`config.mk`:
```
export PLATFORM = sky130hd
export DESIGN_NAME = control_lectura
export DESIGN_NICKNAME = d
export VERILOG_FILES = /design/src/rtl/sizes_pkg.sv /design/src/rtl/sync_2ff.sv /design/src/rtl/control_lectura.sv
export SDC_FILE = /design/constraint.sdc
export NUM_CORES = 1
export LEC_CHECK = 0
export CAP_MARGIN = 10
export CELL_PAD_IN_SITES_DETAIL_PLACEMENT = 1
export CELL_PAD_IN_SITES_GLOBAL_PLACEMENT = 1
export CORE_MARGIN = 1.5
export CORE_UTILIZATION = 46
export CTS_CLUSTER_SIZE = 40
export DETAILED_ROUTE_END_ITERATION = 7
export MAX_ROUTING_LAYER = met4
export PLACE_DENSITY_LB_ADDON = 0.1
export SYNTH_ARGS = -nofsm -noshare
export SYNTH_HDL_FRONTEND = slang
export SYNTH_SLANG_ARGS = --single-unit
```
`constraint.sdc`:
```
create_clock -name clk -period 6.8 [get_ports clk]
set_clock_uncertainty 0.15 [all_clocks]
set_input_delay 1.36 -clock clk [delete_from_list [all_inputs] [get_ports clk]]
set_output_delay 1.36 -clock clk [all_outputs]
set_load 0.1 [all_outputs]
```
`src/rtl/sizes_pkg.sv`:
```
// Shared keypad sizes, FSM state type and key-code table for control_lectura.
package sizes_pkg;

  localparam int KEYPAD_ROWS    = 4;
  localparam int KEYPAD_COLS    = 4;
  localparam int KEY_CODE_WIDTH = 4;

  localparam logic [KEY_CODE_WIDTH-1:0] KEY_STAR = 4'hE;
  localparam logic [KEY_CODE_WIDTH-1:0] KEY_HASH = 4'hF;

  typedef enum logic [1:0] {
    ST_SCAN,
    ST_DEBOUNCE,
    ST_HELD,
    ST_RELEASE
  } state_t;

  // Physical layout: r0 1 2 3 A / r1 4 5 6 B / r2 7 8 9 C / r3 * 0 # D
  function automatic logic [KEY_CODE_WIDTH-1:0] key_code(input logic [1:0] row,
                                                         input logic [1:0] col);
    logic [KEY_CODE_WIDTH-1:0] code;
    case ({row, col})
      4'b00_00: code = 4'h1;
      4'b00_01: code = 4'h2;
      4'b00_10: code = 4'h3;
      4'b00_11: code = 4'hA;
      4'b01_00: code = 4'h4;
      4'b01_01: code = 4'h5;
      4'b01_10: code = 4'h6;
      4'b01_11: code = 4'hB;
      4'b10_00: code = 4'h7;
      4'b10_01: code = 4'h8;
      4'b10_10: code = 4'h9;
      4'b10_11: code = 4'hC;
      4'b11_00: code = KEY_STAR;
      4'b11_01: code = 4'h0;
      4'b11_10: code = KEY_HASH;
      default:  code = 4'hD;
    endcase
    return code;
  endfunction

endpackage

```
`src/rtl/sync_2ff.sv`:
```
// Two-flop synchronizer for asynchronous multi-bit level inputs.
module sync_2ff #(
  parameter int               WIDTH     = 1,
  parameter logic [WIDTH-1:0] RESET_VAL = '0
) (
  input  logic             clk,
  input  logic             rst_n,
  input  logic [WIDTH-1:0] d_i,
  output logic [WIDTH-1:0] q_o
);

  logic [WIDTH-1:0] r_meta;
  logic [WIDTH-1:0] r_sync;

  always_ff @(posedge clk or negedge rst_n) begin
    if (!rst_n) begin
      r_meta <= RESET_VAL;
      r_sync <= RESET_VAL;
    end else begin
      r_meta <= d_i;
      r_sync <= r_meta;
    end
  end

  assign q_o = r_sync;

endmodule

```
`src/rtl/control_lectura.sv`:
```
// 4x4 keypad scanner with debounce, one-entry key buffer (valid/ready) and
// optional BCD accumulator enabled by defining KEY_ACCUM_EN.
module control_lectura
  import sizes_pkg::*;
#(
  parameter int SCAN_DIV        = 1000,
  parameter int DEBOUNCE_CYCLES = 20000,
  parameter int NUM_DIGITS      = 4
) (
  input  logic                        clk,
  input  logic                        rst_n,
  input  logic [KEYPAD_ROWS-1:0]      row_n_i,
  output logic [KEYPAD_COLS-1:0]      col_n_o,
  output logic [KEY_CODE_WIDTH-1:0]   key_code_o,
  output logic                        key_valid_o,
  input  logic                        key_ready_i,
  output logic                        key_drop_o,
  output logic [4*NUM_DIGITS-1:0]     acc_o
);

  localparam int ACC_W = 4 * NUM_DIGITS;
  localparam int DIV_W = $clog2(SCAN_DIV);
  localparam int DEB_W = (DEBOUNCE_CYCLES > 1) ? $clog2(DEBOUNCE_CYCLES) : 1;
  localparam logic [DIV_W-1:0] DIV_LAST = DIV_W'(SCAN_DIV - 1);
  localparam logic [DEB_W-1:0] DEB_LAST = DEB_W'(DEBOUNCE_CYCLES - 1);

  // Handshake: key_code_o is held while key_valid_o is high; a key is consumed
  // on every rising edge where key_valid_o and key_ready_i are both high.

  logic [KEYPAD_ROWS-1:0]    w_rows;
  logic                      w_rows_idle;
  logic [1:0]                w_low_row;
  logic                      w_confirm;
  logic                      w_load;
  logic [KEY_CODE_WIDTH-1:0] w_code;

  state_t                    r_state;
  logic [1:0]                r_col;
  logic [DIV_W-1:0]          r_div;
  logic [DEB_W-1:0]          r_deb;
  logic [1:0]                r_row;
  logic [KEYPAD_ROWS-1:0]    r_pattern;
  logic                      r_valid;
  logic [KEY_CODE_WIDTH-1:0] r_code;
  logic                      r_drop;

  // Rows reset to idle-high so nothing looks pressed coming out of reset.
  sync_2ff #(
    .WIDTH     (KEYPAD_ROWS),
    .RESET_VAL ({KEYPAD_ROWS{1'b1}})
  ) u_row_sync (
    .clk   (clk),
    .rst_n (rst_n),
    .d_i   (row_n_i),
    .q_o   (w_rows)
  );

  assign w_rows_idle = &w_rows;

  always_comb begin
    w_low_row = 2'd0;
    for (int i = KEYPAD_ROWS - 1; i >= 0; i--) begin
      if (!w_rows[i]) w_low_row = 2'(i);
    end
  end

  assign w_code    = key_code(r_row, r_col);
  assign w_confirm = (r_state == ST_DEBOUNCE) && (w_rows == r_pattern) && (r_deb == DEB_LAST);
  assign w_load    = w_confirm && (!r_valid || key_ready_i);

  always_ff @(posedge clk or negedge rst_n) begin
    if (!rst_n) begin
      r_state   <= ST_SCAN;
      r_col     <= 2'd0;
      r_div     <= '0;
      r_deb     <= '0;
      r_row     <= 2'd0;
      r_pattern <= {KEYPAD_ROWS{1'b1}};
    end else begin
      case (r_state)
        ST_SCAN: begin
          if (!w_rows_idle) begin
            r_state   <= ST_DEBOUNCE;
            r_row     <= w_low_row;
            r_pattern <= w_rows;
            r_deb     <= '0;
          end else if (r_div == DIV_LAST) begin
            r_div <= '0;
            r_col <= r_col + 2'd1;
          end else begin
            r_div <= r_div + DIV_W'(1);
          end
        end
        ST_DEBOUNCE: begin
          // Bounce sends us back to scanning from the frozen column.
          if (w_rows != r_pattern) begin
            r_state <= ST_SCAN;
            r_div   <= '0;
          end else if (r_deb == DEB_LAST) begin
            r_state <= ST_HELD;
          end else begin
            r_deb <= r_deb + DEB_W'(1);
          end
        end
        ST_HELD: begin
          if (w_rows_idle) begin
            r_state <= ST_RELEASE;
            r_deb   <= '0;
          end
        end
        ST_RELEASE: begin
          if (!w_rows_idle) begin
            r_state <= ST_HELD;
          end else if (r_deb == DEB_LAST) begin
            r_state <= ST_SCAN;
            r_div   <= '0;
          end else begin
            r_deb <= r_deb + DEB_W'(1);
          end
        end
        default: r_state <= ST_SCAN;
      endcase
    end
  end

  always_ff @(posedge clk or negedge rst_n) begin
    if (!rst_n) begin
      r_valid <= 1'b0;
      r_code  <= '0;
      r_drop  <= 1'b0;
    end else begin
      r_drop <= 1'b0;
      if (w_load) begin
        r_valid <= 1'b1;
        r_code  <= w_code;
      end else if (w_confirm) begin
        r_drop <= 1'b1;
      end else if (key_ready_i) begin
        r_valid <= 1'b0;
      end
    end
  end

`ifdef KEY_ACCUM_EN
  logic [ACC_W-1:0] r_acc;

  always_ff @(posedge clk or negedge rst_n) begin
    if (!rst_n) begin
      r_acc <= '0;
    end else if (w_load) begin
      if (w_code <= 4'h9) begin
        r_acc <= ACC_W'({r_acc, w_code});
      end else if (w_code == KEY_STAR) begin
        r_acc <= '0;
      end
    end
  end

  assign acc_o = r_acc;
`else
  assign acc_o = {ACC_W{1'b0}};
`endif

  assign col_n_o     = ~(4'b0001 << r_col);
  assign key_code_o  = r_code;
  assign key_valid_o = r_valid;
  assign key_drop_o  = r_drop;

endmodule

```
==> impl_metrics.tcl, run 1 <==
set metrics [dict create \
    relSlewSlack 0.3494 \
    layout_setup_ws_ns 2.964 \
    regToRegSetupSlack_ns 3.66 \
    slew_viol_final 0 \
    synth_simple_gate_area_frac 0.2461 \
    yosysWarnings 0 \
    drcViolationCount 0 \
    dieArea_sq_mm 0.006361 \
    clk_pin_slew_ns 0.09 \
    syn_area_sq_mm 0.002710 \
    r2r-end "r_deb[13]" \
    synth_fa_ha_area_frac 0.03693 \
    gr-total-overflow 0 \
    crit_fanout 6 \
    cts-resized-gates 0 \
    rsz0062_at_grt "false" \
    grt_pass1_wl_um 9873 \
    critPathKind "register to output port" \
    synth_xor_area_frac 0.01616 \
    crit_end "col_n_o[0]" \
    grt_use_total 0.2038 \
    fin_crit_ns 3.836 \
    holdWs_ns 0.2060 \
    avgSynthCellArea_sq_um 9.476 \
    fp.dieH_um 79.76 \
    drt-total-wl_um 5488 \
    core_sq_mm 0.005608 \
    cts_hold_buf 0 \
    yosys_register_bits 49 \
    antenna_left 0 \
    post-place-ws_ns 3.281 \
    ctsLongestPathBuffers 2 \
    crit_start "r_col[0]" \
    clock_latency_ns 0.31 \
    r2r-start "r_state[0]" \
    cts_setup_buffers 0 \
    pwr_density_cell_mw_per_mm2 276.9 \
    dp_hpwl_um 3909 \
    worstPathRequired_ns 5.29 \
    die_w_um 79.76 \
    area_growth_pct 9.003 \
    p_leak_nw 1.253 \
    drt-wirelength-per-cell_um 14.71 \
    hp-class "register to register" \
    power_mw 0.8180 \
    floorplan.initialDensity 0.4833 \
    cts_tree "built" \
    grt_max_degree 50 \
    antenna_found_initial 0 \
    io_buffers 16 \
    drt_iter0_markers 59 \
    setup_viol 0 \
    ff2ff_path_depth 7 \
    arrival_ns 2.33 \
    cts-root-buf "clkbuf_8" \
    hold_violations 0 \
    synth-async-reset-ratio 1.000 \
    drv_cap 0 \
    finalCritPeriodShare 0.5641 \
    worst_pin_slew_ns 0.9729 \
    drtPass1Iterations 4 \
    critPathLaunchType "register" \
    io_pins 33 \
    synth_ff_type "dfrtp_1" \
    syn_inst 286 \
    routed-via-count 2097 \
    cp-end-kind "output port" \
    cts_inserted_buffers 5 \
    synth_top_family_by_area "simple AND/OR/NAND/NOR gates" \
    grt_pass1_vias 2082 \
    gp_congestion 0.7692 \
    timing.fmax_mhz 260.7 \
    nNetsFinal 315 \
    tns_ns 0 \
    vdd_ir_drop_max_mv 0.1363 \
    viasPerCell 5.622 \
    status "completed" \
    n_antenna_cell 0 \
    cts.sinks 49 \
    rows 27 \
    yosysUniqueCellTypes 49 \
    drive_gt1_frac 0.1229 \
    synthMuxAreaShare 0.03324 \
    synth_compound_area_frac 0.1302 \
    synth_edf_count 0 \
    yosysSeqAreaShare 0.4580 \
    htree_num_levels 2 \
]
## synth_stat cells, types with 6 or more instances
master | number | area [sq um]
inv_1 | 12 | 45.04
nand4_1 | 7 | 43.79
mux2_2 | 6 | 67.56
nand2b_1 | 6 | 37.54
o21ai_0 | 20 | 100.1
clkbuf_1 | 6 | 22.52
ha_1 | 8 | 100.1
buf_4 | 16 | 120.1
nand2_1 | 39 | 146.4
nand3_1 | 17 | 85.08
nor2_1 | 15 | 56.30
or4_1 | 8 | 60.06
a21oi_1 | 7 | 35.03
dfrtp_1 | 37 | 925.9
dfstp_2 | 12 | 315.3
## routing by layer
metal | part of all wire | global-route usage
met5 | 0 | -
met4 | 0.010 | 0.05172
met3 | 0.025 | 0.03771
met2 | 0.47 | 0.3246
met1 | 0.50 | 0.2705
## flip-flops by register name, summed over array words and instances (netlist names)
signal and cells:
u_row_sync.r_meta 4, key_valid_o 1, r_div 10, r_state 2, key_drop_o 1, r_row 2, r_pattern 4, key_code_o 4
r_deb 15, r_col 2, u_row_sync.q_o 4
## where the power goes
part | total [mW] | switching, mW | internal, mW
combinational | 0.257 | 0.176 | 0.0809
clock | 0.170 | 0.0992 | 0.0712
sequential | 0.390 | 0.0520 | 0.338
total | 0.818 | 0.328 | 0.490
## metrics by stage
stage	area, sq um	std cells	utilization
5_1_grt	2954	373	0.5268
6_report	2954	373	0.5268
2_1_floorplan	2766	301	-
3_3_place_gp	2868	365	0.5114
3_5_place_dp	2868	365	0.5114
4_1_cts	2954	373	0.5268
## layout by cell type (no fill, tap or decap), types with 3 or more instances in the layout
cell             instances
buf_4                    3
nor2_1                  15
nand4b_1                 3
conb_1                  16
nand3_1                 17
a21oi_1                  7
and3_1                   5
dfrtp_1                 37
mux2_2                   6
nand3b_1                 4
o221ai_1                 5
nand2b_1                 6
o211ai_1                 4
o21ai_0                 20
clkdlybuf4s50_1         15
ha_1                     8
dfstp_2                 12
or4_1                    8
nor3_1                   4
clkbuf_8                 5
xnor2_1                  5
inv_1                   12
nand2_1                 39
o31ai_1                  5
nand4_1                  7
## cells by family after synthesis
kind of cell | after synthesis
xor gates and xnor gates | 5
buffers and inverters | 39
adders and majority gates | 8
DFF | 49
muxes | 7
and+or+nand+nor | 123
AOI/OAI and AO/OA | 54
other | 1
## cell type report
| type | count | area [sq um] |
|---|---|---|
| inverters | 12 | 45.04 |
| flip-flops and latches | 49 | 1241 |
| clock inverters | 3 | 17.52 |
| repair buffers | 19 | 177.7 |
| well taps | 72 | 90.09 |
| multi-input cells | 213 | 1314 |
| fillers | 671 | 2654 |
| clock buffers | 5 | 68.82 |
## worst max-delay path, cell delays in order, from the launching register on
cell             delay, ns
dfrtp_1               0.47
inv_1                 0.14
ha_1                  0.24
inv_1                 0.05
clkdlybuf4s50_1       1.12
## worst min-delay path by stage
stage,start,to,slack (ns),cells after the start
after CTS,u_row_sync.r_meta[1],u_row_sync.q_o[1],0.21,0
final,u_row_sync.r_meta[1],u_row_sync.q_o[1],0.21,0
after floorplan,u_row_sync.r_meta[0],u_row_sync.q_o[0],0.20,0
after global routing,u_row_sync.r_meta[3],u_row_sync.q_o[3],0.22,0
after detailed placement,u_row_sync.r_meta[1],u_row_sync.q_o[1],0.20,0
after global placement,u_row_sync.r_meta[1],u_row_sync.q_o[1],0.20,0
No activity file was read; power rests on OpenSTA's default activity.
==> run 2, diff against run 1 <==
Settings changed: CORE_UTILIZATION 46 to 39.
Clock period 6.8 ns to 3.5 ns, I/O delays scaled along.
==> impl_metrics.tcl, run 2 (same netlist as run 1, synthesis figures left out) <==
set metrics [dict create \
    status "completed" \
    holdWs_ns 0.2098 \
    htree_num_levels 2 \
    final_common_cell "nand2_1" \
    cts_setup_buffers 0 \
    vdd_ir_drop_max_mv 0.2191 \
    io_pins 33 \
    viasPerCell 5.469 \
    rows 30 \
    reg_top3 "r_deb (15), r_div (10)" \
    die_w_um 86.36 \
    core_sq_mm 0.006756 \
    critPathMaxStageDelay_ns 0.65 \
    fp.dieH_um 86.36 \
    timing.fmax_mhz 376.6 \
    drt_iter0_markers 68 \
    path_cells "nand4b_1, or4_1, or4_4, nor3b_4, mux2_2" \
    drive_gt1_frac 0.1589 \
    nNetsFinal 316 \
    p_comb_frac 0.302 \
    cts_tree "built" \
    area_growth_pct 9.741 \
    n_antenna_cell 0 \
    finalCritPeriodShare 0.7587 \
    setup_viol 0 \
    cp_num_buf_inv 0 \
    pwr_density_cell_mw_per_mm2 565.4 \
    layout_setup_ws_ns 0.8444 \
    drv_cap 0 \
    dieArea_sq_mm 0.007458 \
    dp_hpwl_um 4157 \
    grt_max_degree 47 \
    tns_ns 0 \
    rsz0062_at_grt "false" \
    clk_pin_slew_ns 0.09 \
    grt_pass1_vias 2017 \
    antenna_left 0 \
    drt-wirelength-per-cell_um 15.07 \
    cts-resized-gates 0 \
    hp-class "register to register" \
    post-place-ws_ns 0.8371 \
    arrival_ns 2.70 \
    clock_latency_ns 0.30 \
    crit_fanout 16 \
    routed-via-count 2089 \
    cp-end-kind "register" \
    regMostFlops "r_deb" \
    switching_power_mw 0.6439 \
    cts_hold_buf 0 \
    switching_share 0.3829 \
    cts.sinks 49 \
    fin_crit_ns 2.656 \
    critPathKind "register to register" \
    largest_reg_flops 15 \
    antenna_found_initial 0 \
    slew_viol_final 0 \
    floorplan.initialDensity 0.4011 \
    worstPathRequired_ns 3.54 \
    grt_pass1_wl_um 10080 \
    cp_top_family "simple AND/OR/NAND/NOR gates" \
    hold_violations 0 \
    cts_inserted_buffers 5 \
    grt_use_total 0.1759 \
    p_int_mw 1.038 \
    ctsLongestPathBuffers 2 \
    p_leak_nw 1.286 \
    cts-root-buf "clkbuf_8" \
    drcViolationCount 0 \
    critPathLaunchType "register" \
    gp_congestion 0.7914 \
    final_cell_mix "nand2_1 (39), dfrtp_1 (37), o21ai_0 (20), nand3_1 (17), conb_1 (16)" \
    gr-total-overflow 0 \
    relSlewSlack 0.2990 \
    fill_cells 771 \
    worst_pin_slew_ns 1.051 \
    io_buffers 16 \
    drtPass1Iterations 4 \
    pwr-share-clk 0.243 \
    drt-total-wl_um 5756 \
    seqPwrFrac 0.454 \
    worst_path_max_delay_cell "dfrtp_1" \
]
==> run 2: power by group through the flow <==
stage	clock network (mW)	registers (mW)	logic [mW]
2_1_floorplan	0	0.708	0.461
3_3_place_gp	0	0.769	0.512
3_5_place_dp	0	0.775	0.516
4_1_cts	0.429	0.764	0.518
5_1_grt	0.456	0.782	0.577
6_report	0.409	0.764	0.509
==> run 2: worst paths after layout <==
kind	slack, ns	cells past startpoint	start	endpoint
max in group asynchronous	2.01	2	rst_n	u_row_sync.r_meta[1]
hold reg to reg	0.21	0	u_row_sync.r_meta[2]	u_row_sync.q_o[2]
setup / recovery	0.84	5	r_state[0]	key_code_o[3]
hold / removal	0.21	0	u_row_sync.r_meta[2]	u_row_sync.q_o[2]
setup reg to reg	0.84	5	r_state[0]	key_code_o[3]
min in group asynchronous	0.43	1	rst_n	r_col[0]
==> run 2: final cells by class <==
class / instances / area (sq um) / share of cell area
clock inverters: 3 / 45.04 / 0.01515
flip-flops and latches: 49 / 1241 / 0.4173
inverters: 12 / 45.04 / 0.01515
repair buffers: 20 / 160.2 / 0.05385
multi-input cells: 213 / 1314 / 0.4417
well taps: 80 / 100.1 / 0.03366
clock buffers: 5 / 68.82 / 0.02314
==> run 2: stage by stage <==
step	util	instances	cell area (sq um)	total power [mW]
6_report	0.4402	382	2974	1.682
4_1_cts	0.4402	382	2974	1.711
5_1_grt	0.4402	382	2974	1.815
2_1_floorplan	-	301	2766	1.170
3_5_place_dp	0.4233	374	2860	1.291
3_3_place_gp	0.4233	374	2860	1.281
==> run 2: per-layer routing <==
metal,global-route usage,vias to the layer above,part of all wire
met4,0.04399,0,0.0096
met2,0.2749,26,0.48
met5,-,-,0
met1,0.2382,1027,0.49
li1,-,1032,-
met3,0.03143,4,0.021
==> run 2: worst reg2reg max path, cell delays in order, from the launching register on <==
cell and delay, ns:
dfrtp_1 0.65, nand4b_1 0.15, or4_1 0.43, or4_4 0.51, nor3b_4 0.29, mux2_2 0.37
